File: config.mk
export PLATFORM = sky130hd
export DESIGN_NAME = hamming_enc_ctrl
export DESIGN_NICKNAME = d
export VERILOG_FILES = /design/src/rtl/hamming_enc_ctrl.sv
export SDC_FILE = /design/constraint.sdc
export NUM_CORES = 1
export LEC_CHECK = 0
export CORE_ASPECT_RATIO = 1.2
export CORE_MARGIN = 1
export CORE_UTILIZATION = 38
export DETAILED_ROUTE_END_ITERATION = 8
export DONT_BUFFER_PORTS = 1
export PLACE_DENSITY_LB_ADDON = 0.25
export SETUP_SLACK_MARGIN = 0.2
export SLEW_MARGIN = 0
export SYNTH_ARGS = -nofsm -noshare
export SYNTH_HDL_FRONTEND = slang
export SYNTH_SLANG_ARGS = --single-unit
File: constraint.sdc
create_clock -name clk_enc -period 2.3 [get_ports clk_enc]
set_input_delay 0.69 -clock clk_enc [delete_from_list [all_inputs] [get_ports clk_enc]]
set_output_delay 0.69 -clock clk_enc [all_outputs]
set_load 0.02 [all_outputs]
File: src/rtl/hamming_enc_ctrl.sv
// Byte-to-two-codeword controller that time-shares one external Hamming(7,4) encoder.
// Optional macro HAM_CTRL_CNT_EN adds a 16-bit completed-frame counter output (frame_cnt).
module hamming_enc_ctrl #(
    parameter int unsigned ENC_LAT = 1
) (
    input  logic         clk_enc,
    input  logic         rst_enc,
    input  logic         in_valid,
    input  logic [8:1]   in_data,
    output logic         in_ready,
    output logic [4:1]   enc_data,
    input  logic [7:1]   codeword_in,
    output logic         out_valid,
    output logic [14:1]  out_code,
    input  logic         out_ready,
    output logic         busy
`ifdef HAM_CTRL_CNT_EN
    ,
    output logic [16:1]  frame_cnt
`endif
);

    localparam int unsigned CNT_W = 3;
    localparam logic [CNT_W-1:0] LAT = CNT_W'(ENC_LAT);

    localparam logic [1:0] IDLE    = 2'd0;
    localparam logic [1:0] WAIT_LO = 2'd1;
    localparam logic [1:0] WAIT_HI = 2'd2;
    localparam logic [1:0] OUT     = 2'd3;

    logic [1:0]       state;
    logic [1:0]       state_nxt;
    logic [CNT_W-1:0] wcnt;
    logic [CNT_W-1:0] wcnt_nxt;
    logic [4:1]       hi_nib;
    logic [4:1]       hi_nib_nxt;
    logic [4:1]       enc_data_nxt;
    logic [14:1]      out_code_nxt;
    logic             xfer;

    assign xfer = out_valid & out_ready;

    // Next-state: each nibble waits ENC_LAT+1 edges for the encoder result.
    always_comb begin
        state_nxt    = state;
        wcnt_nxt     = wcnt;
        hi_nib_nxt   = hi_nib;
        enc_data_nxt = enc_data;
        out_code_nxt = out_code;
        case (state)
            IDLE: begin
                if (in_valid && in_ready) begin
                    enc_data_nxt = in_data[4:1];
                    hi_nib_nxt   = in_data[8:5];
                    wcnt_nxt     = '0;
                    state_nxt    = WAIT_LO;
                end
            end
            WAIT_LO: begin
                if (wcnt == LAT) begin
                    out_code_nxt[7:1] = codeword_in;
                    enc_data_nxt      = hi_nib;
                    wcnt_nxt          = '0;
                    state_nxt         = WAIT_HI;
                end else begin
                    wcnt_nxt = wcnt + CNT_W'(1);
                end
            end
            WAIT_HI: begin
                if (wcnt == LAT) begin
                    out_code_nxt[14:8] = codeword_in;
                    wcnt_nxt           = '0;
                    state_nxt          = OUT;
                end else begin
                    wcnt_nxt = wcnt + CNT_W'(1);
                end
            end
            OUT: begin
                if (xfer) begin
                    state_nxt = IDLE;
                end
            end
            default: begin
                state_nxt = IDLE;
            end
        endcase
    end

    // State and registered outputs; status flags follow the next state.
    always_ff @(posedge clk_enc or posedge rst_enc) begin
        if (rst_enc) begin
            state     <= IDLE;
            wcnt      <= '0;
            hi_nib    <= '0;
            enc_data  <= '0;
            out_code  <= '0;
            out_valid <= 1'b0;
            busy      <= 1'b0;
            in_ready  <= 1'b0;
        end else begin
            state     <= state_nxt;
            wcnt      <= wcnt_nxt;
            hi_nib    <= hi_nib_nxt;
            enc_data  <= enc_data_nxt;
            out_code  <= out_code_nxt;
            out_valid <= (state_nxt == OUT);
            busy      <= (state_nxt != IDLE);
            in_ready  <= (state_nxt == IDLE);
        end
    end

`ifdef HAM_CTRL_CNT_EN
    // Completed output handshakes, wrapping at 16 bits.
    always_ff @(posedge clk_enc or posedge rst_enc) begin
        if (rst_enc) begin
            frame_cnt <= '0;
        end else if (xfer) begin
            frame_cnt <= frame_cnt + 16'(1);
        end
    end
`endif

endmodule

# == Yosys cells after proc, flatten, opt, wreduce, memory -nomap -nowiden ==
# Cells that the tools add are included.
# totals
mem_bits_ro,0
elab_cells,41
n_memories,0
ramBits,0
inputBits,19
latch_bits,0
regBits,30
# classes
n_div,0
n_mux,11
n_lt_le_gt_ge,0
n_reduce_logical,12
n_addsub,1
n_bitwise,1
n_shift,0
mul,0
eq_ne,7
# op_table
op,n
$mux 2,4
$mux 4,2
$pmux 2 s4,1
$pmux 4 s2,1
$reduce_and 2->1,4
$eq 2x2->1 const B,3
$mux 3,2
$pmux 3 s2,1
$reduce_bool 2->1,3
$logic_not 2->1,2
$ne 2x2->1 const B,2
$add 3x1->3 const B,1
$eq 3x1->1 const B,1
$reduce_and 3->1,1
$eq 2x1->1 const B,1
$reduce_or 2->1,1
$and 1x1->1,1
$logic_and 1x1->1,1

# == Logic depth before layout (Yosys ltp) ==
# logic_depth
depth_word,4
ltp_mapped,9
ltp_nobuf,7

# == Least setup slack after synthesis ==
# No wires, ideal clock.
# synth_timing
path_kind,register -> register
startpoint,register state[1]
endpoint,register out_code[1] (netlist name)
setup_ns,0.125
arrival_time_ns,1.578
n_path_buf,2
stages_incl_launch_ff,7
synth_period_minus_slack_ns,1.703
required_time_ns,2.175
setup_slack_ns,0.597
cell_sequence,dfrtp_1 inv_1 ha_1 buf_2 nor4bb_1 buf_2 mux2_2
# synth_between
elab_chain_cells,2
# synth_rtl
element,line_no,rtl
"start, declared",31,logic [1:0] state;
"start signal, assigned",101,state <= state_nxt;
$eq 2x1->1,50,case (state)
$reduce_and 2->1 (no line),n/a,
"end signal, assigned",105,out_code <= out_code_nxt;
"end, declared",14,"output logic [14:1] out_code,"
# Every way passes these cells.
# A chain may end at the register's enable or synchronous reset.

# == Final worst setup path ==
# layout_timing
startpoint,register state[0]
endpoint,register wcnt[2]
# layout_between
elab_chain_cells,4
elab_cells_between_ends,8
cone_classes,eq/ne (3); mux (1); reduce/logical (4)
# layout_rtl
element,line_no,rtl
$eq 2x2->1 or $eq 2x1->1 (tied branches),50,
$reduce_or 2->1 (no line),n/a,
$reduce_bool 2->1 (no line),n/a,
$reduce_and 2->1 (no line),n/a,
"end signal, assigned",102,wcnt <= wcnt_nxt;
"end, declared",33,logic [CNT_W-1:0] wcnt;
# Parallel ways exist; a longest one is shown, timed or not.

==> flow_summary.ini <==
[floorplan]
die_width_um = 55.5
die_y_um = 66.3
floorplan.core_area_mm2 = 0.00317
design.die.area_mm2 = 0.00368
placementRows = 22
pin_count = 40
initial_standard_cell_utilization_of_the_core = 0.413

[cts]
cts.clk_slew.worst_paths_ns = 0.09
cts.path.max_buffers = 2
tritoncts_num_sinks = 30
tritoncts.num_buffers = 5
tritoncts_clock_tree = done
worstSkewPairLatency_ns = 0.32
post_cts_hold_buffer_count = 0
post-cts-setup-buffers = 0
post_cts_resize_count = 0
cts_root_buffer = sky130_fd_sc_hd__clkbuf_4
ctsHtreeMaxLevel = 2

[final_layout]
final_core_utilization = 0.455
syn_to_final_growth_pct = 10.1
final_cell_area_mm2 = 0.00144
insertedDiodeCount = 0
fin_nets = 133
fillCellCount = 287
post_route_cells_drive_above_1_share = 0.315

[power_and_ir_drop]
power.share.switching = 0.420
switchingPower_mw = 0.974
intPower_mw = 1.34
pwr-share-comb = 0.349
leakagePower_nw = 0.648
powerDensity_mw_per_mm2 = 1610
vdd_drop_max_v = 0.000797
power.clock.fraction = 0.140
share_seq_of_total_power = 0.511

[timing]
timing.slew.headroom = 0.595
finalHoldViolations = 0
fin_tns_setup_ns = 0
timing_worst_slew_pin_value_ns = 0.602
period_share = 0.837
setup_viol = 0
max_clock_freq_mhz = 520
final.setup_skew_ns = 0.00656
worst_hold_slack_ns = 0.315
grt_setup_unrepaired = false
final_max_slew_viol_count = 0
finalCriticalPeriod_ns = 1.92

[synth]
synth-edff-count = 0
synth_most_common_cell = sky130_fd_sc_hd__dfrtp_1
synth_largest_area_cell = sky130_fd_sc_hd__dfrtp_1
ys_seq_elements = 30
post_synth_instance_area_mm2 = 0.00131
post_synthesis_cell_count = 101
yosysWarnings = 0
synthesis.nets = 124
synthesis.area_per_instance_um2 = 12.9
synthTopCellsByCount = sky130_fd_sc_hd__dfrtp_1, sky130_fd_sc_hd__mux2_2, sky130_fd_sc_hd__nor2_1
ys.flop_type = sky130_fd_sc_hd__dfrtp_1
synth_sequential_area_ratio = 0.574
async_reset_ff_frac = 1.00
synth.top_cell.area_share = 0.574
synth_cell_type_count = 28
synth.area.top_cells = sky130_fd_sc_hd__dfrtp_1, sky130_fd_sc_hd__mux2_2, sky130_fd_sc_hd__ha_1, sky130_fd_sc_hd__mux2i_1, sky130_fd_sc_hd__nor2_1

[setup_path]
timing.reg2reg.setup_slack_ns = 0.38
critical_path.top_delay_family = compound AO/OA/AOI/OAI gates
crit_path_cell_trace = inv_1, ha_1, a21boi_0, nor3_1, a21o_1, a22o_1
library_cell_contributing_the_largest_single_delay_on_the_critical_path = sky130_fd_sc_hd__a21boi_0
arrival_ns = 2.15
endpoint_of_the_most_critical_setup_path = wcnt[2]
cp_num_cells = 6
worst_setup_path_start_kind = register
timing_worst_setup_path_type = reg -> reg
cp-startpoint = state[0]
timing.rr.start = state[0]
path_buf_inv = 1
setup.worst_path.end_class = register
critical_path_required_ns = 2.52
crit_path_max_incr_delay_ns = 0.55
timing.rr.end = wcnt[2]
worstPathMaxFanout = 8
reg2regPathDepth = 6

[grt]
grt_antenna_before_repair = 0
grt_start_max_net_pins = 31
met1_capacity_usage_during_global_routing = 0.143
grt_overflow = 0
grt.total_usage = 0.139
use_met3 = 0.0685
grt_first_pass_wirelength_mm = 3.77
vias_in_the_first_global_route = 842
grt_util_met2 = 0.227
grt_busiest_layer = met2

[detailed_routing]
vias = 824
routed_wire_length_per_instance_um = 16.0
firstDrtPassIters = 3
route.antenna.remaining_nets = 0
totalWireLength_mm = 2.35
drc_errors = 0
drt_iter0_markers = 18
detail_route.vias_per_cell = 5.61

[status]
status = complete, no violations

[place]
rd_place_congestion = 0.766
placedInstanceArea_mm2 = 0.00138
post-dp-hpwl_mm = 1.75
placement.io_buffers = 0

[hold_path]
timing.hold.worst.class = in -> async

[flow_run]
cap_viol_max_count = 0
==> state kept, by name, indices dropped and copies added, names as in the netlist <==
register and count:
hi_nib 4, state 2, out_valid 1, in_ready 1, busy 1, enc_data 4
out_code 14, wcnt 3
==> how the worst min path moves through the flow <==
stage | from | slack, ns | cells after the start | endpoint
2_1_floorplan | hi_nib[1] | 0.48 | 1 | hi_nib[1]
3_3_place_gp | hi_nib[3] | 0.49 | 1 | hi_nib[3]
3_5_place_dp | hi_nib[1] | 0.50 | 1 | hi_nib[1]
4_1_cts | rst_enc | 0.31 | 2 | hi_nib[2]
5_1_grt | rst_enc | 0.32 | 2 | hi_nib[2]
6_report | rst_enc | 0.31 | 2 | hi_nib[4]
==> power groups by stage <==
stage          Combinational, mW  Clock (mW)  Sequential [mW]
2_1_floorplan              0.659           0             1.14
3_3_place_gp               0.790           0             1.19
3_5_place_dp               0.820           0             1.19
4_1_cts                    0.819       0.341             1.19
5_1_grt                    0.903       0.359             1.21
6_report                   0.808       0.325             1.18
==> metal layers <==
layer | share of wire | routed length [µm]
met1 | 0.38 | 888
met2 | 0.51 | 1210
met3 | 0.083 | 195
met4 | 0.024 | 56
met5 | 0 | 0
==> metrics by stage <==
stage	power [mW]	std cells	setup slack (ns)
2_1_floorplan	1.80	101	0.597
3_3_place_gp	1.98	139	0.435
3_5_place_dp	2.01	139	0.341
4_1_cts	2.35	147	0.337
5_1_grt	2.47	147	0.250
6_report	2.32	147	0.375
==> area by class of cell <==
class                      instances  area, µm²  share of cell area
sequential                        30        751               0.521
clock inverter                     2       12.5             0.00869
timing repair buffer               5       37.5              0.0261
inverter                           6       22.5              0.0156
multi-input combinational         62        520               0.361
clock buffer                       6       51.3              0.0356
tap                               36       45.0              0.0313
==> cells by family after synthesis <==
kind of cell               share of synthesized area
and+or+nand+nor                               0.0766
muxes                                          0.186
AOI/OAI and AO/OA                             0.0976
DFF                                            0.574
buffers and inverters                         0.0277
adders and majority gates                     0.0383
==> layout by cell type (no fill, tap or decap), types with 2 or more instances in the layout <==
cell                       netlist  routed
sky130_fd_sc_hd__dfrtp_1        30      30
sky130_fd_sc_hd__mux2_2         18      18
sky130_fd_sc_hd__nor2_1          7       7
sky130_fd_sc_hd__inv_1           5       5
sky130_fd_sc_hd__clkbuf_4        0       5
sky130_fd_sc_hd__buf_4           0       5
sky130_fd_sc_hd__mux2i_1         4       4
sky130_fd_sc_hd__a21oi_1         4       4
sky130_fd_sc_hd__ha_1            4       4
sky130_fd_sc_hd__nand2_1         3       3
sky130_fd_sc_hd__nand3_1         2       2
sky130_fd_sc_hd__a21boi_0        2       2
sky130_fd_sc_hd__nand2b_1        2       2
sky130_fd_sc_hd__a22o_1          2       2
sky130_fd_sc_hd__nor4bb_1        2       2
Power figures use the tool's default switching activity.
